[config.mk]
export PLATFORM = sky130hd
export DESIGN_NAME = perf_counter_bank_flat
export DESIGN_NICKNAME = d
export VERILOG_FILES = /design/src/rtl/perf_pkg.sv /design/src/rtl/perf_counter_bank_if.sv /design/src/rtl/perf_counter_ch.sv /design/src/rtl/perf_counter_bank.sv /design/src/flat_wrapper.sv
export SDC_FILE = /design/constraint.sdc
export NUM_CORES = 2
export LEC_CHECK = 0
export ABC_AREA = 1
export CORE_ASPECT_RATIO = 0.8
export CORE_MARGIN = 5
export CORE_UTILIZATION = 50
export DETAILED_ROUTE_END_ITERATION = 10
export DONT_BUFFER_PORTS = 1
export PLACE_DENSITY = 0.72
export SLEW_MARGIN = 20
export SYNTH_ARGS = -nofsm -noshare
export SYNTH_HDL_FRONTEND = slang
export SYNTH_SLANG_ARGS = --single-unit
[constraint.sdc]
create_clock -name clk -period 6.2 [get_ports clk]
set_input_delay 0.62 -clock clk [delete_from_list [all_inputs] [get_ports clk]]
set_output_delay 0.62 -clock clk [all_outputs]
set_load 0.02 [all_outputs]
[src/rtl/perf_pkg.sv]
// Shared constants and types for the performance counter bank.
// Event indices name the channel each core event is wired to.
package perf_pkg;

    localparam int EV_STALL      = 0;
    localparam int EV_BUBBLE     = 1;
    localparam int EV_L1I_HIT    = 2;
    localparam int EV_L1I_MISS   = 3;
    localparam int EV_L1D_HIT    = 4;
    localparam int EV_L1D_MISS   = 5;
    localparam int EV_L2_HIT     = 6;
    localparam int EV_L2_MISS    = 7;
    localparam int EV_BR         = 8;
    localparam int EV_BR_CORR    = 9;
    localparam int EV_BTB_MISS   = 10;
    localparam int EV_BP_MISP_NT = 11;
    localparam int EV_BP_MISP_T  = 12;
    localparam int NUM_EV        = 13;

    typedef enum logic {RD_IDLE, RD_RESP} rd_state_t;

endpackage

[src/rtl/perf_counter_bank_if.sv]
// Read port of the performance counter bank: request/address in, registered response out.
interface perf_counter_bank_if #(
    parameter int AW    = 4,
    parameter int CNT_W = 32
);
    logic             rd_req;
    logic [AW-1:0]    rd_addr;
    logic             rd_valid;
    logic [CNT_W-1:0] rd_data;
    logic             rd_ovf;
    logic             rd_err;

    modport master (output rd_req, rd_addr, input rd_valid, rd_data, rd_ovf, rd_err);
    modport slave  (input rd_req, rd_addr, output rd_valid, rd_data, rd_ovf, rd_err);
endinterface

[src/rtl/perf_counter_ch.sv]
// One live event counter with sticky overflow and per-channel wrap/saturate behaviour.
module perf_counter_ch #(
    parameter int CNT_W = 32,
    parameter int INC_W = 2
) (
    input  logic             clk,
    input  logic             rst,
    input  logic             clr,
    input  logic             cnt_en,
    input  logic             sat_mode,
    input  logic [INC_W-1:0] inc,
    output logic [CNT_W-1:0] cnt,
    output logic             ovf
);

    logic [CNT_W:0] sum;

    // Carry-out of the widened sum is the overflow condition in both modes
    assign sum = {1'b0, cnt} + {{(CNT_W + 1 - INC_W){1'b0}}, inc};

    always_ff @(posedge clk or negedge rst) begin
        if (!rst) begin
            cnt <= '0;
            ovf <= 1'b0;
        end else if (clr) begin
            cnt <= '0;
            ovf <= 1'b0;
        end else if (cnt_en) begin
            if (sum[CNT_W]) begin
                ovf <= 1'b1;
                cnt <= sat_mode ? '1 : sum[CNT_W-1:0];
            end else begin
                cnt <= sum[CNT_W-1:0];
            end
        end
    end

endmodule

[src/rtl/perf_counter_bank.sv]
// Bank of event counters with shadow snapshots, optional periodic auto-snapshot
// and a one-cycle-latency registered read port.
module perf_counter_bank
    import perf_pkg::*;
#(
    parameter int NUM_CH        = 16,
    parameter int CNT_W         = 32,
    parameter int INC_W         = 2,
    parameter int SNAP_INTERVAL = 0,
    parameter int AW            = (NUM_CH > 1) ? $clog2(NUM_CH) : 1
) (
    input  logic                    clk,
    input  logic                    rst,
    input  logic [NUM_CH*INC_W-1:0] evt_inc,
    input  logic                    cnt_en,
    input  logic                    clr,
    input  logic [NUM_CH-1:0]       sat_mode,
    input  logic                    snap,
    perf_counter_bank_if.slave      rd,
    output logic [NUM_CH-1:0]       ovf_flags,
    output logic                    snap_done
);

    logic [NUM_CH-1:0][CNT_W-1:0] live_cnt;
    logic [NUM_CH-1:0][CNT_W-1:0] shadow;
    logic [NUM_CH-1:0]            shadow_ovf;
    logic                         tmr_fire;
    logic                         snap_any;
    logic [CNT_W-1:0]             sel_cnt;
    logic                         sel_ovf;
    logic                         sel_err;
    rd_state_t                    rd_state;

    for (genvar g = 0; g < NUM_CH; g++) begin : gen_ch
        perf_counter_ch #(.CNT_W(CNT_W), .INC_W(INC_W)) u_ch (
            .clk      (clk),
            .rst      (rst),
            .clr      (clr),
            .cnt_en   (cnt_en),
            .sat_mode (sat_mode[g]),
            .inc      (evt_inc[g*INC_W +: INC_W]),
            .cnt      (live_cnt[g]),
            .ovf      (ovf_flags[g])
        );
    end

    if (SNAP_INTERVAL > 0) begin : g_tmr
        localparam int TW = (SNAP_INTERVAL > 1) ? $clog2(SNAP_INTERVAL) : 1;
        logic [TW-1:0] tmr;

        // Timer advances on enabled cycles only; clr wins over a pending fire
        assign tmr_fire = cnt_en && !clr && (tmr == TW'(SNAP_INTERVAL - 1));

        always_ff @(posedge clk or negedge rst) begin
            if (!rst)        tmr <= '0;
            else if (clr)    tmr <= '0;
            else if (cnt_en) tmr <= tmr_fire ? '0 : tmr + 1'b1;
        end
    end else begin : g_no_tmr
        assign tmr_fire = 1'b0;
    end

    assign snap_any = snap | tmr_fire;

    always_ff @(posedge clk or negedge rst) begin
        if (!rst) begin
            shadow     <= '0;
            shadow_ovf <= '0;
            snap_done  <= 1'b0;
        end else begin
            snap_done <= snap_any;
            if (snap_any) begin
                shadow     <= live_cnt;
                shadow_ovf <= ovf_flags;
            end
        end
    end

    // A snapshot landing on the request edge is forwarded so the read sees it
    always_comb begin
        sel_cnt = '0;
        sel_ovf = 1'b0;
        sel_err = 1'b1;
        for (int i = 0; i < NUM_CH; i++) begin
            if (rd.rd_addr == AW'(i)) begin
                sel_err = 1'b0;
                sel_cnt = snap_any ? live_cnt[i]  : shadow[i];
                sel_ovf = snap_any ? ovf_flags[i] : shadow_ovf[i];
            end
        end
    end

    always_ff @(posedge clk or negedge rst) begin
        if (!rst) begin
            rd_state   <= RD_IDLE;
            rd.rd_data <= '0;
            rd.rd_ovf  <= 1'b0;
            rd.rd_err  <= 1'b0;
        end else begin
            case (rd_state)
                RD_IDLE: if (rd.rd_req)  rd_state <= RD_RESP;
                RD_RESP: if (!rd.rd_req) rd_state <= RD_IDLE;
            endcase
            if (rd.rd_req) begin
                rd.rd_data <= sel_cnt;
                rd.rd_ovf  <= sel_ovf;
                rd.rd_err  <= sel_err;
            end
        end
    end

    assign rd.rd_valid = (rd_state == RD_RESP);

endmodule

[src/flat_wrapper.sv]
// flat-port wrapper written by rule: the top's interface ports become plain ports
module perf_counter_bank_flat import perf_pkg::*;
#(
    parameter int NUM_CH        = 16,
    parameter int CNT_W         = 32,
    parameter int INC_W         = 2,
    parameter int SNAP_INTERVAL = 0,
    parameter int AW            = (NUM_CH > 1) ? $clog2(NUM_CH) : 1
)
  (clk, rst, evt_inc, cnt_en, clr, sat_mode, snap, ovf_flags, snap_done, rd_rd_req, rd_rd_addr, rd_rd_valid, rd_rd_data, rd_rd_ovf, rd_rd_err);
  perf_counter_bank_if #(.AW(AW), .CNT_W(CNT_W)) rd_i ();
  input  logic clk;
  input  logic rst;
  input  logic [NUM_CH*INC_W-1:0] evt_inc;
  input  logic cnt_en;
  input  logic clr;
  input  logic [NUM_CH-1:0] sat_mode;
  input  logic snap;
  output logic [NUM_CH-1:0] ovf_flags;
  output logic snap_done;
  input wire logic [$bits(rd_i.rd_req)-1:0] rd_rd_req;
  input wire logic [$bits(rd_i.rd_addr)-1:0] rd_rd_addr;
  output wire logic [$bits(rd_i.rd_valid)-1:0] rd_rd_valid;
  output wire logic [$bits(rd_i.rd_data)-1:0] rd_rd_data;
  output wire logic [$bits(rd_i.rd_ovf)-1:0] rd_rd_ovf;
  output wire logic [$bits(rd_i.rd_err)-1:0] rd_rd_err;
  assign rd_i.rd_req = rd_rd_req;
  assign rd_i.rd_addr = rd_rd_addr;
  assign rd_rd_valid = rd_i.rd_valid;
  assign rd_rd_data = rd_i.rd_data;
  assign rd_rd_ovf = rd_i.rd_ovf;
  assign rd_rd_err = rd_i.rd_err;
  perf_counter_bank #(.NUM_CH(NUM_CH), .CNT_W(CNT_W), .INC_W(INC_W), .SNAP_INTERVAL(SNAP_INTERVAL), .AW(AW)) u_core (.clk(clk), .rst(rst), .evt_inc(evt_inc), .cnt_en(cnt_en), .clr(clr), .sat_mode(sat_mode), .snap(snap), .rd(rd_i), .ovf_flags(ovf_flags), .snap_done(snap_done));
endmodule
==> metrics.cfg <==
[cells_and_area]
fin_area_um2=63400
drive_above_1_share=0.0414
final_nets=7580
syn_to_final_growth_pct=8.54
finalNonFillerCells=9110

[floorplan]
fp.dieH_um=316
dieWidth_um=392
start_util=0.502
core_area_um2=116000
ios=110
std_cell_rows=112
die_area_um2=124000

[global_route]
grt-ovfl-total=0
grt_pass1_vias=49052
grt_use_met1=0.473
busiest_layer=met1
grt_use_met3=0.0822
antenna_found_initial=11
grtUsageMet2=0.431
grt_usage=0.310
grt_pass1_wl_um=299000
grt_max_degree=295

[routing]
avgRoutedWirePerCell_um=21.3
drt-initial-drc-count=7338
routed_wirelength_um=194000
ant_nets=0
num_vias=53050
route.detailed.drc=0
vias_per_cell=5.82
dr.pass1.iters=8

[logic_synthesis]
synth.top_cells.by_area=dfrtp_1, nand2_1, o21ai_0
ys_ff_latch=1092
ys.warnings.count=0
synth_flop_cell=dfrtp_1
yosysTopAreaCell=dfrtp_1
synth_cells=7681
synth_edf_count=0
synth_top_area_frac=0.468
synth-seq-area-share=0.468
synth.distinct_cells=51
synth.cell_area_um2=58400
syn_nets=7787
synth_common_cells=nand2_1, o21ai_0, dfrtp_1, inv_1, nor2_1
async_flop_share=1.00
synth.most_common_cell=nand2_1
syn_area_per_cell_um2=7.60

[power_and_ir_drop]
p_leak_uw=0.0276
pwr-share-seq=0.474
vdd_drop_max_uv=203
intPower_uw=11700
p_sw_uw=3860
p_sw_frac=0.248
pwr-share-clk=0.474
powerDensity_nw_per_um2=246
combPwrFrac=0.052

[timing]
slew_headroom=0.281
skew_ps=29.1
fmax_mhz=289
fin_crit_ps=3460
rsz0062_at_grt=false
hold_viol_final=0
tns_ps=0
tightestPinTransition_ps=1080
setup_viol=0
hold_ws_ps=41.9
post-route-period-util=0.559
slew_violations=0

[clocking]
cts_max_level=3
cts.reportedPaths.clkPinSlew_ps=70
cts.repair.resized=0
clkSinkCount=1092
clockBufferDepth=3
ctsRootBufferMaster=clkbuf_16
cts_inserted_buffers=112
clock_latency_ps=740
cts_tree=done

[setup_path]
critPathArrivalTime_ps=4090
cp_slowest_cell=buf_12
worstPathMaxFanout=294
critPathCaptureType=flip-flop
crit_type=primary input to flip-flop
worstPathCellList=inv_8, buf_12, o21ai_0, nand2_1, nand4_1, nor2_1, nand4_1, nor2_1, nand4_1, nand2_1, nand2_1
cpPeakStageDelay_ps=690
start_kind=primary input
critical_path_required_ps=6830

[run]
drv_cap=0

[placed_design]
port-buffer-count=0
place_congestion=0.955
dp_cells=8891
hpwl_um=137000
dpl_cell_area_um2=59200

[worst_hold_path]
hp-class=primary input to flip-flop

[status]
status=completed

-- path summary, 6_finish.rpt --
kind                                                from  cells past startpoint  slack (ps)                        endpoint
setup / recovery                                    snap                     11        2740           u_core.rd.rd_data[31]
hold / removal                                    cnt_en                      2          40       u_core.gen_ch[0].u_ch.ovf
setup reg to reg           u_core.gen_ch[12].u_ch.cnt[0]                     12        2830  u_core.gen_ch[12].u_ch.cnt[14]
hold reg to reg                        u_core.shadow[29]                      2         470               u_core.shadow[29]
max in group asynchronous                            rst                      6        2860              u_core.shadow[265]
min in group asynchronous                            rst                      2         420    u_core.gen_ch[1].u_ch.cnt[7]
-- placed cells by master (no fill, tap or decap), types with 113 or more instances in the layout --
cell type and instances:
nand2_1 2306, o21ai_0 1170, dfrtp_1 1092, inv_1 728
nor2_1 521, xor2_1 384, nor3_1 259, nand4_1 234
nand3_1 150, a21oi_1 119, clkbuf_16 113
-- metal layers --
layer,share of wire,wire (µm),up-vias
li1,-,-,24505
met1,0.45,86700,25695
met2,0.41,79300,2550
met5,0.00022,43,-
met3,0.11,21700,294
met4,0.032,6110,6
-- worst max-delay path: cells and delay by family --
| kind | cells | cell delay [ps] |
|---|---|---|
| buffers and inverters | 2 | 1280 |
| AO/OA/AOI/OAI | 1 | 300 |
| AND/OR/NAND/NOR | 8 | 1620 |
-- cell type report --
class	instances	area [µm²]
antenna	2	5.00
clock buffer	152	3240
clock inverter	57	757
fill	10928	52900
inverter	736	2780
multi-input combinational	5486	26700
sequential	1092	27300
tap	1539	1930
timing repair buffer	46	631
-- power by group through the flow --
stage | Clock (µW) | Combinational [µW] | Sequential [µW]
2_1_floorplan | 0 | 470 | 7450
3_3_place_gp | 0 | 610 | 7510
3_5_place_dp | 0 | 771 | 7520
4_1_cts | 7450 | 797 | 7390
5_1_grt | 7750 | 898 | 7400
6_report | 7390 | 804 | 7390
-- through the flow --
step	power (µW)	utilization	setup WS [ps]
final	15600	0.545	2740
after global routing	16000	0.545	2480
after CTS	15600	0.544	2940
after detailed placement	8290	0.509	2400
after global placement	8120	0.508	2440
after floorplan	7920	-	3700
-- state kept, by name, summed over array words and instances, names as in the netlist --
register / count
u_core.rd.rd_data: 32
u_core.rd.rd_err: 1
u_core.shadow_ovf: 16
u_core.gen_ch.u_ch.ovf: 16
u_core.snap_done: 1
u_core.shadow: 512
u_core.rd.rd_ovf: 1
u_core.rd.rd_valid: 1
u_core.gen_ch.u_ch.cnt: 512
-- cells by family after synthesis --
kind of cell | Yosys count | synth area share
compound gates | 1418 | 0.125
xor+xnor | 390 | 0.0585
fa+ha+maj | 48 | 0.0123
buf+inv | 1103 | 0.0753
flops | 1092 | 0.468
simple gates | 3630 | 0.261
-- what timing repair did --
action | CTS | global route
buffers inserted | 0 | 0
hold buffers | 5 | 1
endpoints found under the hold margin | 97 | 51
No activity file was read; power rests on OpenSTA's default activity.
